**config.mk**
```make
export PLATFORM = sky130hd
export DESIGN_NAME = demux_16bit_1to2_buf
export DESIGN_NICKNAME = d
export VERILOG_FILES = /design/src/rtl/proc_defs.sv /design/src/rtl/demux_chan_fifo.sv /design/src/rtl/demux_16bit_1to2_buf.sv
export SDC_FILE = /design/constraint.sdc
export NUM_CORES = 1
export LEC_CHECK = 0
export CAP_MARGIN = 30
export CORE_MARGIN = 3
export CORE_UTILIZATION = 57
export CTS_CLUSTER_DIAMETER = 40
export DETAILED_ROUTE_END_ITERATION = 10
export PLACE_DENSITY = 0.83
export SLEW_MARGIN = 0
export SYNTH_ARGS = -nofsm -noshare
export SYNTH_HDL_FRONTEND = slang
export SYNTH_SLANG_ARGS = --single-unit
```
**constraint.sdc**
```tcl
create_clock -name Clk -period 4.6 [get_ports Clk]
set_input_delay 0.92 -clock Clk [delete_from_list [all_inputs] [get_ports Clk]]
set_output_delay 0.92 -clock Clk [all_outputs]
set_load 0.02 [all_outputs]
```
**src/rtl/proc_defs.sv**
```systemverilog
// Shared datapath definitions for the 16-bit result-bus steering logic.
package proc_defs;

  localparam int   DATA_W   = 16;
  localparam logic CH_SEL_0 = 1'b0;
  localparam logic CH_SEL_1 = 1'b1;

  // Number of output channels fed by the demux.
  localparam int   NUM_CH   = 2;

endpackage : proc_defs

```
**src/rtl/demux_chan_fifo.sv**
```systemverilog
// Per-channel FIFO for the buffered demux. A full FIFO refuses a push even if
// it is popped in the same cycle; head is forced to zero while empty.
module demux_chan_fifo
  import proc_defs::*;
#(
  parameter int WIDTH = DATA_W,
  parameter int DEPTH = 2
) (
  input  logic             Clk,
  input  logic             Reset,
  input  logic             push,
  input  logic [WIDTH-1:0] push_data,
  output logic             full,
  input  logic             pop,
  output logic [WIDTH-1:0] head,
  output logic             valid
);

  localparam int PW = $clog2(DEPTH);
  localparam int CW = PW + 1;

  logic [WIDTH-1:0] mem_q [DEPTH];
  logic [PW-1:0]    wr_ptr_q, wr_ptr_d;
  logic [PW-1:0]    rd_ptr_q, rd_ptr_d;
  logic [CW-1:0]    count_q, count_d;
  logic             push_do;
  logic             pop_do;

  assign full    = (count_q == CW'(DEPTH));
  assign valid   = (count_q != '0);
  assign push_do = push & ~full;
  assign pop_do  = pop & valid;
  assign head    = valid ? mem_q[rd_ptr_q] : '0;

  // Next-state for pointers (wrap modulo DEPTH) and occupancy count.
  always_comb begin
    wr_ptr_d = wr_ptr_q;
    rd_ptr_d = rd_ptr_q;
    count_d  = count_q;
    if (push_do) wr_ptr_d = wr_ptr_q + PW'(1);
    if (pop_do)  rd_ptr_d = rd_ptr_q + PW'(1);
    unique case ({push_do, pop_do})
      2'b10:   count_d = count_q + CW'(1);
      2'b01:   count_d = count_q - CW'(1);
      default: count_d = count_q;
    endcase
  end

  // Pointer/count registers; reset wins over any push or pop.
  always_ff @(posedge Clk) begin
    if (Reset) begin
      wr_ptr_q <= '0;
      rd_ptr_q <= '0;
      count_q  <= '0;
    end else begin
      wr_ptr_q <= wr_ptr_d;
      rd_ptr_q <= rd_ptr_d;
      count_q  <= count_d;
    end
  end

  // Storage; cleared on reset so a stale word can never reappear.
  always_ff @(posedge Clk) begin
    if (Reset) begin
      for (int i = 0; i < DEPTH; i++) mem_q[i] <= '0;
    end else if (push_do) begin
      mem_q[wr_ptr_q] <= push_data;
    end
  end

endmodule : demux_chan_fifo

```
**src/rtl/demux_16bit_1to2_buf.sv**
```systemverilog
// Buffered 1-to-2 demux: steers each accepted word to one of two FIFOs by
// In_Sel so that a stalled consumer only blocks its own channel.
module demux_16bit_1to2_buf
  import proc_defs::*;
#(
  parameter int WIDTH = DATA_W,
  parameter int DEPTH = 2
) (
  input  logic             Clk,
  input  logic             Reset,
  input  logic [WIDTH-1:0] In_Data,
  input  logic             In_Sel,
  input  logic             In_Valid,
  output logic             In_Ready,
  output logic [WIDTH-1:0] Out0_Data,
  output logic             Out0_Valid,
  input  logic             Out0_Ready,
  output logic [WIDTH-1:0] Out1_Data,
  output logic             Out1_Valid,
  input  logic             Out1_Ready,
  output logic             Busy
);

  logic full0, full1;
  logic push0, push1;
  logic accept;

  // In_Ready depends only on In_Sel and registered fullness, never on In_Valid.
  assign In_Ready = (In_Sel == CH_SEL_1) ? ~full1 : ~full0;
  assign accept   = In_Valid & In_Ready;
  assign push0    = accept & (In_Sel == CH_SEL_0);
  assign push1    = accept & (In_Sel == CH_SEL_1);
  assign Busy     = Out0_Valid | Out1_Valid;

  demux_chan_fifo #(
    .WIDTH (WIDTH),
    .DEPTH (DEPTH)
  ) u_chan0 (
    .Clk       (Clk),
    .Reset     (Reset),
    .push      (push0),
    .push_data (In_Data),
    .full      (full0),
    .pop       (Out0_Ready),
    .head      (Out0_Data),
    .valid     (Out0_Valid)
  );

  demux_chan_fifo #(
    .WIDTH (WIDTH),
    .DEPTH (DEPTH)
  ) u_chan1 (
    .Clk       (Clk),
    .Reset     (Reset),
    .push      (push1),
    .push_data (In_Data),
    .full      (full1),
    .pop       (Out1_Ready),
    .head      (Out1_Data),
    .valid     (Out1_Valid)
  );

endmodule : demux_16bit_1to2_buf
```
== Word-level counts from Yosys, hierarchy flattened ==
Memories as Yosys holds them, arrays and structs flattened. A register that Yosys moved wholly into a read port is not among the register bits.
Index checks and enable logic that the tools add are counted.
W data, S select, Z words.
Word-level totals
  output and inout port bits: 36
  memory bits (writable): 64
  flip-flop bits (word level): 8
  logic and storage cells: 62
  bits of input ports: 22
  memories kept: 2
Operators by class
  eq/ne operators: 6
  mux-type cells: 23
  reduce and logical (&&, ||, !) cells: 6
  $add $sub $neg: 8
  bitwise operators: 11
Memories
  u_chan0.mem_q: words 2, bits a word 16, rd ports 1, clocked after memory_dff 1, wr ports 2, RTL line demux_chan_fifo.sv:22  | logic [WIDTH-1:0] mem_q [DEPTH];
  u_chan1.mem_q: words 2, bits a word 16, rd ports 1, clocked after memory_dff 1, wr ports 2, RTL line demux_chan_fifo.sv:22
Operators with widths (count)
  $mux W16: 4
  $reduce_or A16 Y1: 2
  $mux W1: 17
  $eq A2 B2 Y1 const B: 4
  $pmux W2 S2: 2
  $reduce_bool A2 Y1: 4
  $and A1 B1 Y1: 7
  $add A1 B1 Y1 const B: 4
  $add A2 B1 Y2 const B: 2
  $eq A2 B1 Y1 const B: 2
  $sub A2 B1 Y2 const B: 2
  $not A1 Y1: 3
  $or A1 B1 Y1: 1

== Depth between registers and ports, before layout ==
Gate-level depths: netlist (run 1).
  depth after elaboration: 11
  depth in mapped cells: 6
  gate-level depth less buffers: 6

== Cells and area by module ==
From an unflattened synthesis (run 1), not the netlist that was laid out.
Unflattened totals
  cells, all modules: 302
  area total of the unflattened synthesis: 3385.7 um^2
By module, submodules not included
  demux_chan_fifo: cells an instance 149, area an instance 1676.6 um^2, instances 2, seq. area each 1061.0 um^2
  demux_16bit_1to2_buf: cells an instance 4, area an instance 32.5 um^2, instances 1, seq. area each 0.0 um^2

== Least setup slack after synthesis (run 1) ==
No wires, ideal clock.
  kind: input to register
  start point: input port In_Sel
  end point: memory u_chan0.mem_q[0][0] in the netlist's numbering (enable)
  library setup time: 0.392 ns
  arrival: 2.145 ns
  required time: 4.208 ns
  path buffers: 0
  stages: 2
  slack: 2.062 ns
  path through: or3b_1 -> o21bai_1
RTL lines
  start: declaration: RTL line demux_16bit_1to2_buf.sv:12  | input logic In_Sel,
  end: declaration: RTL line demux_chan_fifo.sv:22

== Worst setup path in the final report (run 1) ==
  start point: input port In_Sel
  end point: output port In_Ready
Between the ends
  cells in the longest elaborated chain, start to end: 1
RTL lines
  $mux W1: RTL line demux_16bit_1to2_buf.sv:29  | assign In_Ready = (In_Sel == CH_SEL_1) ? ~full1 : ~full0;
  end: declaration: RTL line demux_16bit_1to2_buf.sv:14  | output logic In_Ready,
No other way between the ends.

==> results.ini, run 1 <==
[placed_design]
place.gp.congestion=0.720
place_hpwl_um=4290
portBuffers=57
placed_cell_area_um2=4020
dp_cells=382

[critical_path]
critical_path_peak_fanout=7
crit_arrival_ns=2.44
worst-endpoint-required_ns=3.68
start_kind=primary input
cp_top_family=buffers and inverters
worstSetupPathType=primary input to output pin
crit_slowest_cell=clkdlybuf4s50_1
critical_path.most_common_cell=clkdlybuf4s50_1
critical_path.max_stage_delay_ns=0.67
worstSetupEndpointType=output pin
crit_chain=clkdlybuf4s50_1, mux2i_1, clkdlybuf4s50_1
cp_num_buf_inv=2

[sta]
rsz0062_at_grt=false
drv_slew=0
post-route-period-util_pct=73.0
fmax_mhz=298
period_needed_ns=3.36
hold_violations=0
hold_ws_ns=0.514
maxSlewHeadroom_pct=36.7
setup_viol=0
tightest_slew_ns=0.948
tns_ns=0
fin_skew_ns=0.00486

[route]
drc_errors=0
viasPerCell=5.28
vias=2105
post_drt_wl_per_cell_um=16.6
firstDrtPassIters=5
wl_um=6630
dr.first_iter.drc_count=110
ant_nets=0

[power]
vdd.ir_drop.worst_uv=408
p_leak_uw=0.00156
p_per_area_nw_per_um2=472

[floorplan]
core_area_um2=5610
row_count=27
die_area_um2=6880
io_pins=58
die-width_um=83.0
die_h_um=83.0
initial_core_util_pct=60.2

[clock_network]
path_clk_slew_ns=0.07
holdBufCountCts=0
post_cts_buffers=0
cts_buffer_depth=2
cts.repair.resized=0
root_buffer=clkbuf_8
numCtsBuffers=9
htreeDepth=3
cts_tree=built
clkSinkCount=74
clk-insertion-delay-late_ns=0.34

[global_route]
gr-total-overflow=0
antenna_found_initial=0
grt_use_total_pct=20.6
grt_max_degree=19
grt_pass1_wl_um=10700
grt_pass1_vias=2102

[synth]
syn_nets=284
yosys.cell_types.count=26
syn_inst=260
synth_area_um2=3380
ys_ff_latch=74
avgSynthCellArea_um2=13.0
ys_seq_area_share_pct=62.8
synth-warning-count=0

[final_layout]
layout-drive-gt1-share_pct=7.95
final_nets=346
syn2layout_area_growth_pct=24.6
fin_cells=399
most-common-layout-cells=64 x and2_1, 64 x edfxtp_1, 57 x clkdlybuf4s50_1
num_antenna_cells=0
fin_area_um2=4210

[run_status]
status=completed

[job]
maxCapViolations=0

[min_path]
min_path_type=flip-flop to flip-flop

[cells in the mapped netlist]
cell | n | area (µm²)
or3_1 | 2 | 12.5
inv_1 | 4 | 15.0
o21ai_0 | 4 | 20.0
or3b_1 | 1 | 8.76
xnor2_1 | 2 | 17.5
nor4b_4 | 2 | 47.6
nor4_4 | 1 | 21.3
clkbuf_1 | 3 | 11.3
a21oi_1 | 2 | 10.0
nand2_1 | 1 | 3.75
nor2_1 | 40 | 150
ha_1 | 2 | 25.0
mux2i_1 | 33 | 330
a21o_1 | 2 | 15.0
dfxtp_1 | 10 | 200
and4bb_1 | 1 | 12.5
or2_2 | 2 | 12.5
nor2b_2 | 2 | 17.5
o21bai_1 | 2 | 15.0
and2_1 | 64 | 400
edfxtp_1 | 64 | 1920
nand2b_4 | 1 | 13.8
buf_2 | 8 | 40.0
nor2b_1 | 2 | 12.5
nand3b_1 | 1 | 7.51
xor2_1 | 4 | 35.0
[state kept, by name, indices dropped and copies added, names as in the netlist, named ones only]
register / flops
u_chan1.wr_ptr_q: 1
u_chan1.mem_q: 32
u_chan1.rd_ptr_q: 1
u_chan0.mem_q: 32
u_chan1.count_q: 2
u_chan0.wr_ptr_q: 1
u_chan0.count_q: 2
u_chan0.rd_ptr_q: 1
[metrics by stage]
step / total power (µW) / worst slack [ns] / utilization (%)
5_1_grt: 2090 / 1.16 / 75.0
3_3_place_gp: 1540 / 1.25 / 71.6
6_report: 1990 / 1.24 / 75.0
4_1_cts: 1980 / 1.23 / 74.5
3_5_place_dp: 1560 / 1.21 / 71.6
2_1_floorplan: 1270 / 2.06 / -
[logic make-up (layout without fill, tap and decap cells)]
group / count (synthesis) / count (layout) / share of synthesized area, %
simple gates: 120 / 120 / 21.3
buf+inv: 15 / 82 / 1.96
mux: 33 / 33 / 9.78
fa+ha+maj: 2 / 2 / 0.741
xor+xnor: 6 / 6 / 1.56
flops: 74 / 74 / 62.8
compound gates: 10 / 10 / 1.78
[path summary, 6_finish.rpt]
check                        end               start  cells past startpoint  slack, ns
max                     In_Ready              In_Sel                      3       1.24
min           u_chan1.count_q[1]  u_chan1.count_q[1]                      2       0.51
max reg2reg  u_chan0.mem_q[1][8]  u_chan0.count_q[0]                      3       2.53
min reg2reg   u_chan1.count_q[1]  u_chan1.count_q[1]                      2       0.51
[report_power, final]
| part | leakage, µW | internal [µW] | switching, µW |
|---|---|---|---|
| Combinational | 0.000719 | 326 | 362 |
| Clock | 0.0000876 | 206 | 221 |
| Sequential | 0.000752 | 805 | 66.4 |
[per-layer routing]
| layer | wire [µm] | track usage, % | vias to the layer above | part of all wire [%] |
|---|---|---|---|---|
| li1 | - | - | 1022 | - |
| met1 | 2720 | 24.3 | 1031 | 41 |
| met2 | 3540 | 35.4 | 44 | 53 |
| met3 | 283 | 6.05 | 8 | 4.3 |
| met4 | 90 | 8.17 | 0 | 1.4 |
| met5 | 0 | 0 | - | 0 |
[worst reg2reg max path, stage by stage, from the launching register on]
cell	delay, ns
dfxtp_1	0.44
nor2b_2	0.12
nor4b_4	0.67
or2_2	0.50
[final cells by class]
cell class              count  area (µm²)
multi-input cells         171        1190
clock inverters             4        18.8
well taps                  72        90.1
inverters                   4        15.0
flip-flops and latches     74        2120
repair buffers             62         628
fillers                   374        1400
clock buffers              12         145
Note: power is estimated with default switching activity, not from simulation.
==> run 2, diff against run 1 <==
- CORE_UTILIZATION: 57 -> 48
- PLACE_DENSITY: 0.83 -> 0.74
- clock period: 4.6 -> 2.98 ns (I/O delays scaled with it)
==> run 2 against run 1 <==
Effect of this change:
- worst setup slack worse by 0.95 ns
- non-clock buffer count is 6 higher
- first-iteration DRC count is 17% lower
- clock skew hardly changed
- sequential power is 53% higher
- total power is 66% higher
- combinational power is 56% higher
- wire length is 3.6% higher
- critical endpoint is now Out1_Data[4]
- largest cell class unchanged
- hold slack hardly changed
- cell area is 3.1% higher
==> results.ini, run 2 (same netlist as run 1, synthesis figures left out) <==
[critical_path]
r2r-end=u_chan0.count_q[1]
critical_path_peak_fanout=9
start_kind=flip-flop
worstSetupEndpointType=output pin
worstReg2RegStart=u_chan0.count_q[0]
worst-endpoint-required_ns=2.38
crit_arrival_ns=2.09
rr_worst_depth=5
r2r_slack_ns=1.11
worstSetupPathType=flip-flop to output pin

[floorplan]
row_count=29
io_pins=58
core_area_um2=6570
initial_core_util_pct=51.4
die_h_um=89.9
die_area_um2=8080
die-width_um=89.9

[route]
wl_um=6870
firstDrtPassIters=4
vias=2131
drc_errors=0
ant_nets=0
post_drt_wl_per_cell_um=16.1
dr.first_iter.drc_count=91
viasPerCell=5.00

[sta]
setup_viol=0
rsz0062_at_grt=false
period_needed_ns=2.69
post-route-period-util_pct=90.1
hold_violations=0
tightest_slew_ns=0.778
maxSlewHeadroom_pct=47.7
fin_skew_ns=0.00459
tns_ns=0
final.setup.worst_slack_ns=0.295
fmax_mhz=372
drv_slew=0

[global_route]
antenna_found_initial=0
gr-total-overflow=0
grt_max_degree=19
grt_pass1_vias=2228
grt_pass1_wl_um=11100
grt_use_total_pct=17.9

[final_layout]
num_antenna_cells=0
reg_top3=u_chan0.mem_q (32), u_chan1.mem_q (32)
syn2layout_area_growth_pct=28.5
layout-drive-gt1-share_pct=9.91
final_nets=352
fillers=528
most-common-layout-cells=64 x and2_1, 64 x edfxtp_1, 57 x clkdlybuf4s50_1

[clock_network]
clk-insertion-delay-late_ns=0.33
root_buffer=clkbuf_8
holdBufCountCts=0
clkSinkCount=74
post_cts_buffers=0
cts_tree=built
path_clk_slew_ns=0.07
cts.repair.resized=0
htreeDepth=3
cts_buffer_depth=2
numCtsBuffers=9

[placed_design]
place_hpwl_um=4590
pre_cts_ws_ns=0.441
portBuffers=57
place.gp.congestion=0.733

[power]
p_per_area_nw_per_um2=761
vdd.ir_drop.worst_uv=496
finalPower_uw=3300
p_leak_uw=0.00162

[min_path]
hold_path_end=u_chan0.rd_ptr_q
min_from=u_chan0.rd_ptr_q
hold_depth=2
min_path_type=flip-flop to flip-flop

[job]
maxCapViolations=0

[run_status]
status=completed

[run 2: cell count changes in the layout (fill, tap and decap cells not counted), sizes merged]
cell and change:
clkbuf -3, bufinv +3, buf +6
[run 2: worst max-delay path by stage]
stage	slack, ns	from	cells past startpoint	endpoint
finish	0.29	flip-flop	4	Out1_Data[4]
floorplan	0.77	In_Sel	2	u_chan0.mem_q[0][0]
detailed placement	0.44	In_Sel	6	u_chan0.count_q[1]
CTS	0.26	flip-flop	4	Out1_Data[4]
global route	0.17	u_chan0.count_q[0]	4	Out0_Data[11]
global placement	0.48	In_Sel	6	u_chan0.count_q[1]
[run 2: stage by stage]
stage	cell area [µm²]	utilization [%]	hold slack, ns	cells
2_1_floorplan	3380	-	0.472	260
3_3_place_gp	4110	62.5	0.487	410
3_5_place_dp	4110	62.5	0.492	410
4_1_cts	4340	66.1	0.517	426
5_1_grt	4340	66.1	0.549	426
6_report	4340	66.1	0.514	426
[run 2: area by class of cell]
type | count | area (µm²) | area share, %
multi-input combinational | 171 | 1190 | 27.4
sequential | 74 | 2120 | 48.9
inverter | 4 | 15.0 | 0.346
tap | 93 | 116 | 2.68
clock inverter | 7 | 108 | 2.48
timing repair buffer | 68 | 666 | 15.3
clock buffer | 9 | 124 | 2.85
[run 2: worst max-delay path, cell delays in order, from the launching register on]
cell and delay [ns]:
dfxtp_1 0.63, buf_4 0.31, mux2i_1 0.22, nor2_1 0.05
clkdlybuf4s50_1 0.54
[run 2: per-layer routing]
layer | track usage (%) | up-vias | part of all wire [%]
met1 | 20.6 | 1030 | 41
met2 | 32.0 | 58 | 53
met3 | 3.67 | 11 | 4.6
li1 | - | 1032 | -
met4 | 8.29 | 0 | 1.8
met5 | 0 | - | 0
[run 2: power breakdown]
part | leakage (µW) | internal (µW) | switching (µW)
sequential | 0.000752 | 1240 | 92.1
combinational | 0.000747 | 502 | 565
clock | 0.000118 | 548 | 355
